**config.mk**
```make
export PLATFORM = sky130hd
export DESIGN_NAME = voice_status_rx
export DESIGN_NICKNAME = d
export VERILOG_FILES = /design/src/rtl/voice_pkg.sv /design/src/rtl/voice_uart_rx.sv /design/src/rtl/voice_status_rx.sv
export SDC_FILE = /design/constraint.sdc
export NUM_CORES = 1
export LEC_CHECK = 0
export BUFFER_PORTS_ARGS = -buffer_cell sky130_fd_sc_hd__buf_2
export CELL_PAD_IN_SITES_DETAIL_PLACEMENT = 1
export CELL_PAD_IN_SITES_GLOBAL_PLACEMENT = 1
export CORE_MARGIN = 1.5
export CORE_UTILIZATION = 52
export CTS_CLUSTER_DIAMETER = 120
export DETAILED_ROUTE_END_ITERATION = 8
export GPL_TIMING_DRIVEN = 0
export PLACE_DENSITY = 0.95
export RECOVER_POWER = 25
export SYNTH_ARGS = -nofsm -noshare
export SYNTH_HDL_FRONTEND = slang
export SYNTH_HIERARCHICAL = 1
export SYNTH_SLANG_ARGS = --single-unit
```
**constraint.sdc**
```tcl
create_clock -name clk_50M -period 7.2 [get_ports clk_50M]
set_clock_uncertainty 0.05 [all_clocks]
set_input_delay 0 -clock clk_50M [delete_from_list [all_inputs] [get_ports clk_50M]]
set_output_delay 0 -clock clk_50M [all_outputs]
set_load 0.005 [all_outputs]
```
**src/rtl/voice_pkg.sv**
```systemverilog
// Shared constants, state types and payload helper for the voice status receiver.
package voice_pkg;

    localparam logic [7:0] VOICE_HDR        = 8'hAA;
    localparam logic [7:0] VOICE_CMD_STATUS = 8'h41;
    localparam logic [7:0] VOICE_CMD_DONE   = 8'h3D;
    localparam int         VOICE_MAX_LEN    = 4;

    typedef enum logic [2:0] {
        P_HDR,
        P_CMD,
        P_LEN,
        P_DATA,
        P_CHK
    } parse_state_t;

    typedef enum logic [1:0] {
        RX_IDLE,
        RX_START,
        RX_DATA,
        RX_STOP
    } rx_state_t;

    // Payload bytes arrive right-justified; move the first byte to [31:24].
    function automatic logic [31:0] voice_align(input logic [31:0] d,
                                                input logic [2:0]  len);
        logic [31:0] r;
        r = '0;
        case (len)
            3'd1:    r = {d[7:0], 24'h0};
            3'd2:    r = {d[15:0], 16'h0};
            3'd3:    r = {d[23:0], 8'h0};
            3'd4:    r = d;
            default: r = '0;
        endcase
        return r;
    endfunction

endpackage

```
**src/rtl/voice_uart_rx.sv**
```systemverilog
// 8N1 UART byte receiver with 2-FF input synchronizer.
module voice_uart_rx
    import voice_pkg::*;
#(
    parameter int CLKS_PER_BIT = 5208
) (
    input  logic       clk,
    input  logic       rst,
    input  logic       data_rx,
    output logic       byte_valid,
    output logic       byte_ferr,
    output logic [7:0] byte_data
);

    localparam int CW = $clog2(CLKS_PER_BIT);
    localparam logic [CW-1:0] HALF = CW'(CLKS_PER_BIT / 2 - 1);
    localparam logic [CW-1:0] FULL = CW'(CLKS_PER_BIT - 1);

    logic sync1, sync2, prev;
    logic fall;

    rx_state_t     state, state_n;
    logic [CW-1:0] clk_cnt, cnt_n;
    logic [2:0]    bit_cnt, bit_n;
    logic [7:0]    shreg, sh_n;
    logic          bv_n, fe_n;

    always_ff @(posedge clk or posedge rst) begin
        if (rst) begin
            sync1 <= 1'b1;
            sync2 <= 1'b1;
            prev  <= 1'b1;
        end else begin
            sync1 <= data_rx;
            sync2 <= sync1;
            prev  <= sync2;
        end
    end

    assign fall = prev & ~sync2;

    always_ff @(posedge clk or posedge rst) begin
        if (rst) begin
            state      <= RX_IDLE;
            clk_cnt    <= '0;
            bit_cnt    <= '0;
            shreg      <= '0;
            byte_valid <= 1'b0;
            byte_ferr  <= 1'b0;
        end else begin
            state      <= state_n;
            clk_cnt    <= cnt_n;
            bit_cnt    <= bit_n;
            shreg      <= sh_n;
            byte_valid <= bv_n;
            byte_ferr  <= fe_n;
        end
    end

    always_comb begin
        state_n = state;
        cnt_n   = (clk_cnt == FULL) ? '0 : clk_cnt + 1'b1;
        bit_n   = bit_cnt;
        sh_n    = shreg;
        bv_n    = 1'b0;
        fe_n    = 1'b0;
        unique case (state)
            RX_IDLE: begin
                cnt_n = '0;
                if (fall) state_n = RX_START;
            end
            RX_START: begin
                // Mid start bit: a high line here means it was only a glitch.
                if (clk_cnt == HALF) begin
                    cnt_n   = '0;
                    bit_n   = '0;
                    state_n = sync2 ? RX_IDLE : RX_DATA;
                end
            end
            RX_DATA: begin
                if (clk_cnt == FULL) begin
                    sh_n  = {sync2, shreg[7:1]};
                    bit_n = bit_cnt + 1'b1;
                    if (bit_cnt == 3'd7) state_n = RX_STOP;
                end
            end
            RX_STOP: begin
                if (clk_cnt == FULL) begin
                    state_n = RX_IDLE;
                    bv_n    = sync2;
                    fe_n    = ~sync2;
                end
            end
            default: state_n = RX_IDLE;
        endcase
    end

    assign byte_data = shreg;

endmodule

```
**src/rtl/voice_status_rx.sv**
```systemverilog
// Voice module status-frame receiver: UART bytes -> validated frames, play_busy.
// Define VOICE_RX_CHKSUM_EN to enforce the frame checksum.
module voice_status_rx
    import voice_pkg::*;
#(
    parameter int CLKS_PER_BIT = 5208,
    parameter int TIMEOUT_CYC  = 520800
) (
    input  logic        clk_50M,
    input  logic        s_rst,
    input  logic        data_rx,
    output logic        frame_valid,
    output logic [7:0]  frame_cmd,
    output logic [2:0]  frame_len,
    output logic [31:0] frame_data,
    output logic        frame_err,
    output logic        play_busy
);

    localparam int TW = $clog2(TIMEOUT_CYC + 1);
    localparam logic [TW-1:0] TMO = TW'(TIMEOUT_CYC);

    logic       byte_valid, byte_ferr;
    logic [7:0] byte_data;

    voice_uart_rx #(
        .CLKS_PER_BIT(CLKS_PER_BIT)
    ) u_rx (
        .clk       (clk_50M),
        .rst       (s_rst),
        .data_rx   (data_rx),
        .byte_valid(byte_valid),
        .byte_ferr (byte_ferr),
        .byte_data (byte_data)
    );

    parse_state_t pstate, pstate_n;
    logic [7:0]   cmd_q, cmd_n;
    logic [2:0]   len_q, len_n;
    logic [2:0]   rem_q, rem_n;
    logic [31:0]  data_q, data_n;
    logic [7:0]   sum_q, sum_n;
    logic [TW-1:0] tmo_cnt, tmo_n;
    logic         timeout, good, bad;
    logic [31:0]  payload;

    assign payload = voice_align(data_q, len_q);
    // A byte arriving in the same cycle always beats the timeout.
    assign timeout = (pstate != P_HDR) && (tmo_cnt == TMO) && !byte_valid;

    always_ff @(posedge clk_50M or posedge s_rst) begin
        if (s_rst) begin
            pstate  <= P_HDR;
            cmd_q   <= '0;
            len_q   <= '0;
            rem_q   <= '0;
            data_q  <= '0;
            sum_q   <= '0;
            tmo_cnt <= '0;
        end else begin
            pstate  <= pstate_n;
            cmd_q   <= cmd_n;
            len_q   <= len_n;
            rem_q   <= rem_n;
            data_q  <= data_n;
            sum_q   <= sum_n;
            tmo_cnt <= tmo_n;
        end
    end

    always_comb begin
        pstate_n = pstate;
        cmd_n    = cmd_q;
        len_n    = len_q;
        rem_n    = rem_q;
        data_n   = data_q;
        sum_n    = sum_q;
        good     = 1'b0;
        bad      = 1'b0;
        if (pstate == P_HDR || byte_valid) tmo_n = '0;
        else if (tmo_cnt == TMO)           tmo_n = tmo_cnt;
        else                               tmo_n = tmo_cnt + 1'b1;

        if (byte_valid) begin
            unique case (pstate)
                P_HDR: begin
                    if (byte_data == VOICE_HDR) begin
                        pstate_n = P_CMD;
                        data_n   = '0;
                    end
                end
                P_CMD: begin
                    cmd_n    = byte_data;
                    sum_n    = byte_data;
                    pstate_n = P_LEN;
                end
                P_LEN: begin
                    if (byte_data > 8'(VOICE_MAX_LEN)) begin
                        bad      = 1'b1;
                        pstate_n = P_HDR;
                    end else begin
                        len_n    = byte_data[2:0];
                        rem_n    = byte_data[2:0];
                        sum_n    = sum_q + byte_data;
                        pstate_n = (byte_data == 8'd0) ? P_CHK : P_DATA;
                    end
                end
                P_DATA: begin
                    data_n = {data_q[23:0], byte_data};
                    sum_n  = sum_q + byte_data;
                    rem_n  = rem_q - 3'd1;
                    if (rem_q == 3'd1) pstate_n = P_CHK;
                end
                P_CHK: begin
                    pstate_n = P_HDR;
`ifdef VOICE_RX_CHKSUM_EN
                    good = (byte_data == sum_q);
                    bad  = (byte_data != sum_q);
`else
                    good = 1'b1;
`endif
                end
                default: pstate_n = P_HDR;
            endcase
        end else if (byte_ferr && pstate != P_HDR) begin
            bad      = 1'b1;
            pstate_n = P_HDR;
        end else if (timeout) begin
            bad      = 1'b1;
            pstate_n = P_HDR;
        end
    end

    always_ff @(posedge clk_50M or posedge s_rst) begin
        if (s_rst) begin
            frame_valid <= 1'b0;
            frame_err   <= 1'b0;
            frame_cmd   <= '0;
            frame_len   <= '0;
            frame_data  <= '0;
            play_busy   <= 1'b0;
        end else begin
            frame_valid <= good;
            frame_err   <= bad;
            if (good) begin
                frame_cmd  <= cmd_q;
                frame_len  <= len_q;
                frame_data <= payload;
                if (cmd_q == VOICE_CMD_STATUS && len_q != 3'd0) begin
                    if (payload[31:24] == 8'h01)      play_busy <= 1'b1;
                    else if (payload[31:24] == 8'h00) play_busy <= 1'b0;
                end else if (cmd_q == VOICE_CMD_DONE) begin
                    play_busy <= 1'b0;
                end
            end
        end
    end

endmodule

```
# Word level (Yosys, flattened, before mapping)
# Index checks and enable logic that the tools add are counted.
# totals
register_bits	145
latchBits	0
ramBits	0
romBits	0
output_inout_bits	46
elab_cells	129
mem_count	0
# classes
addsub	4
multipliers	0
div	0
order_cmp	1
n_eq_ne	31
shifts	0
n_mux	43
bitwise_logic	3
reduce_logical	26
# ops
cell	n
32-bit case mux with 4 select lines	1
32-bit case mux with 2 select lines	1
19-bit 2-to-1 mux	2
32-bit 2-to-1 mux	1
3-bit 2-to-1 mux	10
13-bit 2-to-1 mux	2
13-bit case mux with 2 select lines	1
19-bit by 1-bit adder with 19-bit output, second input constant	1
19-bit equality test, second input constant	1
3-bit AND reduction	6
8-bit zero test	2
1-bit 2-to-1 mux	15
13-bit by 1-bit adder with 13-bit output, second input constant	1
13-bit by 12-bit equality test with 1-bit output, second input constant	1
13-bit equality test, second input constant	1
3-bit by 2-bit equality test with 1-bit output, second input constant	4
2-bit 2-to-1 mux	6
2-bit by 1-bit != test with 1-bit output, second input constant	6
3-bit case mux with 2 select lines	2
3-bit case mux with 4 select lines	1
3-bit by 1-bit equality test with 1-bit output, second input constant	3
3-bit equality test, second input constant	3
3-bit nonzero test	3
8-bit by 1-bit equality test with 1-bit output, second input constant	1
22 further kinds	33

# Logic depth before layout (Yosys ltp)
# depth
word_depth	6
mapped_depth	9

# Modules after synthesis
# The synthesis kept the hierarchy.
# by_module_without_submodules
mod	n_inst	cells_per_inst	area_each_um2	seq_area_each_um2
voice_status_rx	1	492	5258.8	2852.7
voice_uart_rx	1	132	1526.5	779.5

# Worst setup path after synthesis
# No wires, ideal clock.
# synth_path
path_type	flip-flop to flip-flop
startpoint	register u_rx.shreg[4], in the netlist u_rx/byte_data[4]
endpoint	register data_q[0]
setup_ps	121
arrival_ps	1530
slack_ps	5499
stages_incl_launch_ff	7
cell_sequence	dfrtp_1 or2_4 nor4_4 nor2b_2 o21ai_2 buf_6 a22o_1
# synth_via
elab_chain_len	3
# synth_lines
element	line	source
from (decl)	voice_uart_rx.sv:25	logic [7:0] shreg, sh_n;
from (signal assigned)	voice_uart_rx.sv:54	shreg <= sh_n;
8-bit equality test	voice_status_rx.sv:87	if (byte_data == VOICE_HDR) begin
2-bit by 1-bit != test with 1-bit output (no line)	n/a	
3-bit AND reduction (no line)	n/a	
to (signal assigned)	voice_status_rx.sv:65	data_q <= data_n;
to (decl)	voice_status_rx.sv:41	logic [31:0] data_q, data_n;
# Every way passes these cells.
# A chain may end at the register's enable or synchronous reset.

# Worst setup path after layout
# layout_path
startpoint	register pstate[0]
endpoint	register frame_cmd[2]
# layout_via
elab_chain_len	3
# layout_lines
element	line	source
from (decl)	voice_status_rx.sv:37	parse_state_t pstate, pstate_n;
from (signal assigned)	voice_status_rx.sv:61	pstate <= pstate_n;
3-bit equality test	voice_status_rx.sv:85	unique case (pstate)
1-bit 2-to-1 mux	voice_status_rx.sv:85	
1-bit 2-to-1 mux	voice_status_rx.sv:84	if (byte_valid) begin
net good	voice_status_rx.sv:44	logic timeout, good, bad;
to (signal assigned)	voice_status_rx.sv:146	frame_cmd <= cmd_q;
to (decl)	voice_status_rx.sv:13	output logic [7:0] frame_cmd,
# The timed path passes the listed nets, and every way through them passes these cells.

==> metrics.txt <==
clock root cell clkbuf_16; WP data required 7.51 ns; hold crit path type primary input to flip-flop; Fin Setup TNS 0 ns; crit-path max FO 10; fraction of layout instances using a drive strength above 1 15.7%; CP Capture Point frame_cmd[2]$_DFFE_PP0P_; Cells after Synth 624; setup violators final 0; DRT Pass-1 Iters 5; Place WS 5.21 ns; port buffer count 48; clock sinks 145; WHS 0.164 ns; Most used DFF post-synth dfrtp_1; CP Launch Type flip-flop; max-cap violation count 1; grt total ovfl 0; hold-fix buffers at CTS 2; Total Wirelength 19.3 mm; Die X 117 µm; worst endpoint data arrival time 2.44 ns; Cell Pwr Density 234 nW/µm²; outcome finished with violations; CTS H-tree depth 4; routability cong. 0.906; Detailed Route Iter0 Violations 341; Area growth syn-to-layout 15.3%; Ports 49; initial antenna violation count 0; Final HPWL DP 12.4 mm; synth unique cells 62; fin area 7820 µm²; RR Endpoint frame_cmd[2]$_DFFE_PP0P_; Tmin final 2.13 ns; worst setup margin 5.07 ns; Crit Path Class flip-flop to flip-flop; Core Area 12,700 µm²; Clock Latency Late Sink 0.43 ns; die height 117 µm; Worst R2R Path Depth 7; ys async rst share 100%; Post-synth EDFFs 0; routed vias/inst 6.16; GRT Util Overall 30.0%; drt wl/cell 22.0 µm; Post-DP Area 7270 µm²; Fmax 0.470 GHz; crit path capture type flip-flop; largest net degree at the start of global routing 76; Mapped Nets 634; Rows 41; Synth Register Bits 145; R2R setup slack 5.07 ns; failing checks max-capacitance violations, max-slew violations; clock buffer depth 2; DIE AREA 13,700 µm²; Peak VDD IR 0.000202 V; Slew @ Worst Pin 1.78 ns; RSZ-0062 raised after global routing false; CTS resizes 0; Final Hold Fails 0; leakage 3.57 nW; worst r2r src pstate[0]$_DFFE_PP0P_; CP startpoint pstate[0]$_DFFE_PP0P_; via count 5,410; post-CTS setup buffer count 0; synth warn 6; Antenna Nets Post-Route 0; max-slew violation count 40; max_slew headroom -19.1%; Power Total 1.83 mW; first-pass GRT wire length 30.5 mm; initial core utilization 53.5%; CTS buffer count 17; CTS tree done; vias in the first global route 5,757; synthesized cell area 6790 µm²; Final #Nets 704; Ant. Diodes 0; Seq/Total Area, Yosys 53.5%; Reg clk slew, reported paths 0.06 ns; Final period util 29.6%; Avg Inst Size Synth 10.9 µm²; drt drc 0
[flip-flops by register name, indices dropped and copies added (netlist names), 8 cells and up, named ones only]
name and count:
data_q 32, tmo_cnt 19, frame_data 32, u_rx/clk_cnt 13
frame_cmd 8, u_rx/byte_data 8, cmd_q 8
[synth_stat cells (all sizes together), types with 2 or more instances]
cell type | count | area, µm²
a21o | 3 | 22.5
a21oi | 19 | 95.1
a221oi | 8 | 70.1
a22o | 49 | 429
a22oi | 15 | 113
and2 | 4 | 25.0
and3 | 7 | 43.8
and4 | 6 | 52.6
buf | 29 | 214
clkbuf | 8 | 30.0
dfrtp | 142 | 3550
dfstp | 3 | 78.8
ha | 7 | 87.6
inv | 11 | 41.3
mux2 | 19 | 240
mux2i | 10 | 100
nand2 | 67 | 251
nand2b | 3 | 18.8
nand3 | 20 | 100
nand3b | 2 | 15.0
nand4 | 11 | 75.1
nand4b | 2 | 17.5
nor2 | 78 | 295
nor2b | 4 | 35.0
nor3 | 5 | 30.0
nor3b | 4 | 52.6
nor4 | 7 | 80.1
nor4b | 3 | 41.3
o211ai | 5 | 37.5
o21a | 2 | 15.0
o21ai | 22 | 114
o22ai | 4 | 25.0
or2 | 4 | 27.5
or3 | 2 | 12.5
xnor2 | 11 | 96.3
xor2 | 18 | 158
[stage by stage]
| step | std cells | utilization, % |
|---|---|---|
| 2_1_floorplan | 624 | - |
| 3_3_place_gp | 844 | 57.1 |
| 3_5_place_dp | 845 | 57.4 |
| 4_1_cts | 878 | 62.1 |
| 5_1_grt | 878 | 61.7 |
| 6_report | 878 | 61.7 |
[critical path, stage by stage, from the launching register on]
cell and delay (ns):
dfrtp_1 0.36, buf_2 0.18, nor2_1 0.12, nand3_1 0.36
inv_1 0.28, buf_1 0.45, nand2_1 0.16, nand2_1 0.11
[layer usage]
| layer | track usage [%] | vias to the layer above | wire length, µm |
|---|---|---|---|
| met3 | 8.24 | 70 | 1080 |
| met1 | 34.7 | 2762 | 7560 |
| met2 | 51.1 | 196 | 9950 |
| met4 | 15.7 | 0 | 736 |
| li1 | - | 2382 | - |
| met5 | 0 | - | 0 |
[where the power goes]
group / switching (mW) / leakage [nW] / internal, mW
combinational: 0.0669 / 1.29 / 0.0385
clock: 0.346 / 0.280 / 0.516
sequential: 0.0265 / 2.00 / 0.836
[kinds of logic (layout without fill, tap and decap cells)]
| group | count (synthesis) | in the layout | synth area share, % |
|---|---|---|---|
| fa+ha+maj | 7 | 7 | 1.29 |
| buf+inv | 48 | 130 | 4.20 |
| compound gates | 134 | 134 | 14.5 |
| flops | 145 | 145 | 53.5 |
| xor+xnor | 29 | 29 | 3.74 |
| mux | 29 | 29 | 5.02 |
| simple gates | 232 | 232 | 17.8 |
[cell usage in the layout (no fill, tap or decap), types with 6 or more instances in the layout]
master and count:
nor2_1 77, a22oi_1 15, inv_1 10, mux2_4 7, a21oi_1 19, a22o_1 49
nand3_1 20, clkbuf_16 17, buf_2 25, o21ai_0 19, mux2_2 12, mux2i_1 10
xor2_1 18, buf_6 10, clkbuf_1 43, dfrtp_1 142, a221oi_1 8, and3_1 7
nand2_1 67, ha_1 7, nand4_1 10, and4_1 6, xnor2_1 11
[how the worst min path moves through the flow]
stage               startpoint                  endpoint  slack [ns]  cells past startpoint
global placement       data_rx      u_rx/sync1$_DFF_PP1_        0.06                      1
finish                 data_rx      u_rx/sync1$_DFF_PP1_        0.16                      2
detailed placement       s_rst      cmd_q[5]$_DFFE_PP0P_        0.04                      2
CTS                      s_rst  frame_cmd[5]$_DFFE_PP0P_        0.13                      3
floorplan              data_rx      u_rx/sync1$_DFF_PP1_       -0.05                      0
global route           data_rx      u_rx/sync1$_DFF_PP1_        0.16                      2
[area by class of cell]
type                            instances  area, µm²
Buffer                                 37        244
Clock buffer                           22        494
Clock inverter                          9       81.3
Fill cell                            1386       4850
Inverter                               11       42.5
Multi-Input combinational cell        431       2870
Sequential cell                       145       3630
Tap cell                              172        215
Timing Repair Buffer                   51        244
(Power assumes the default switching activity.)
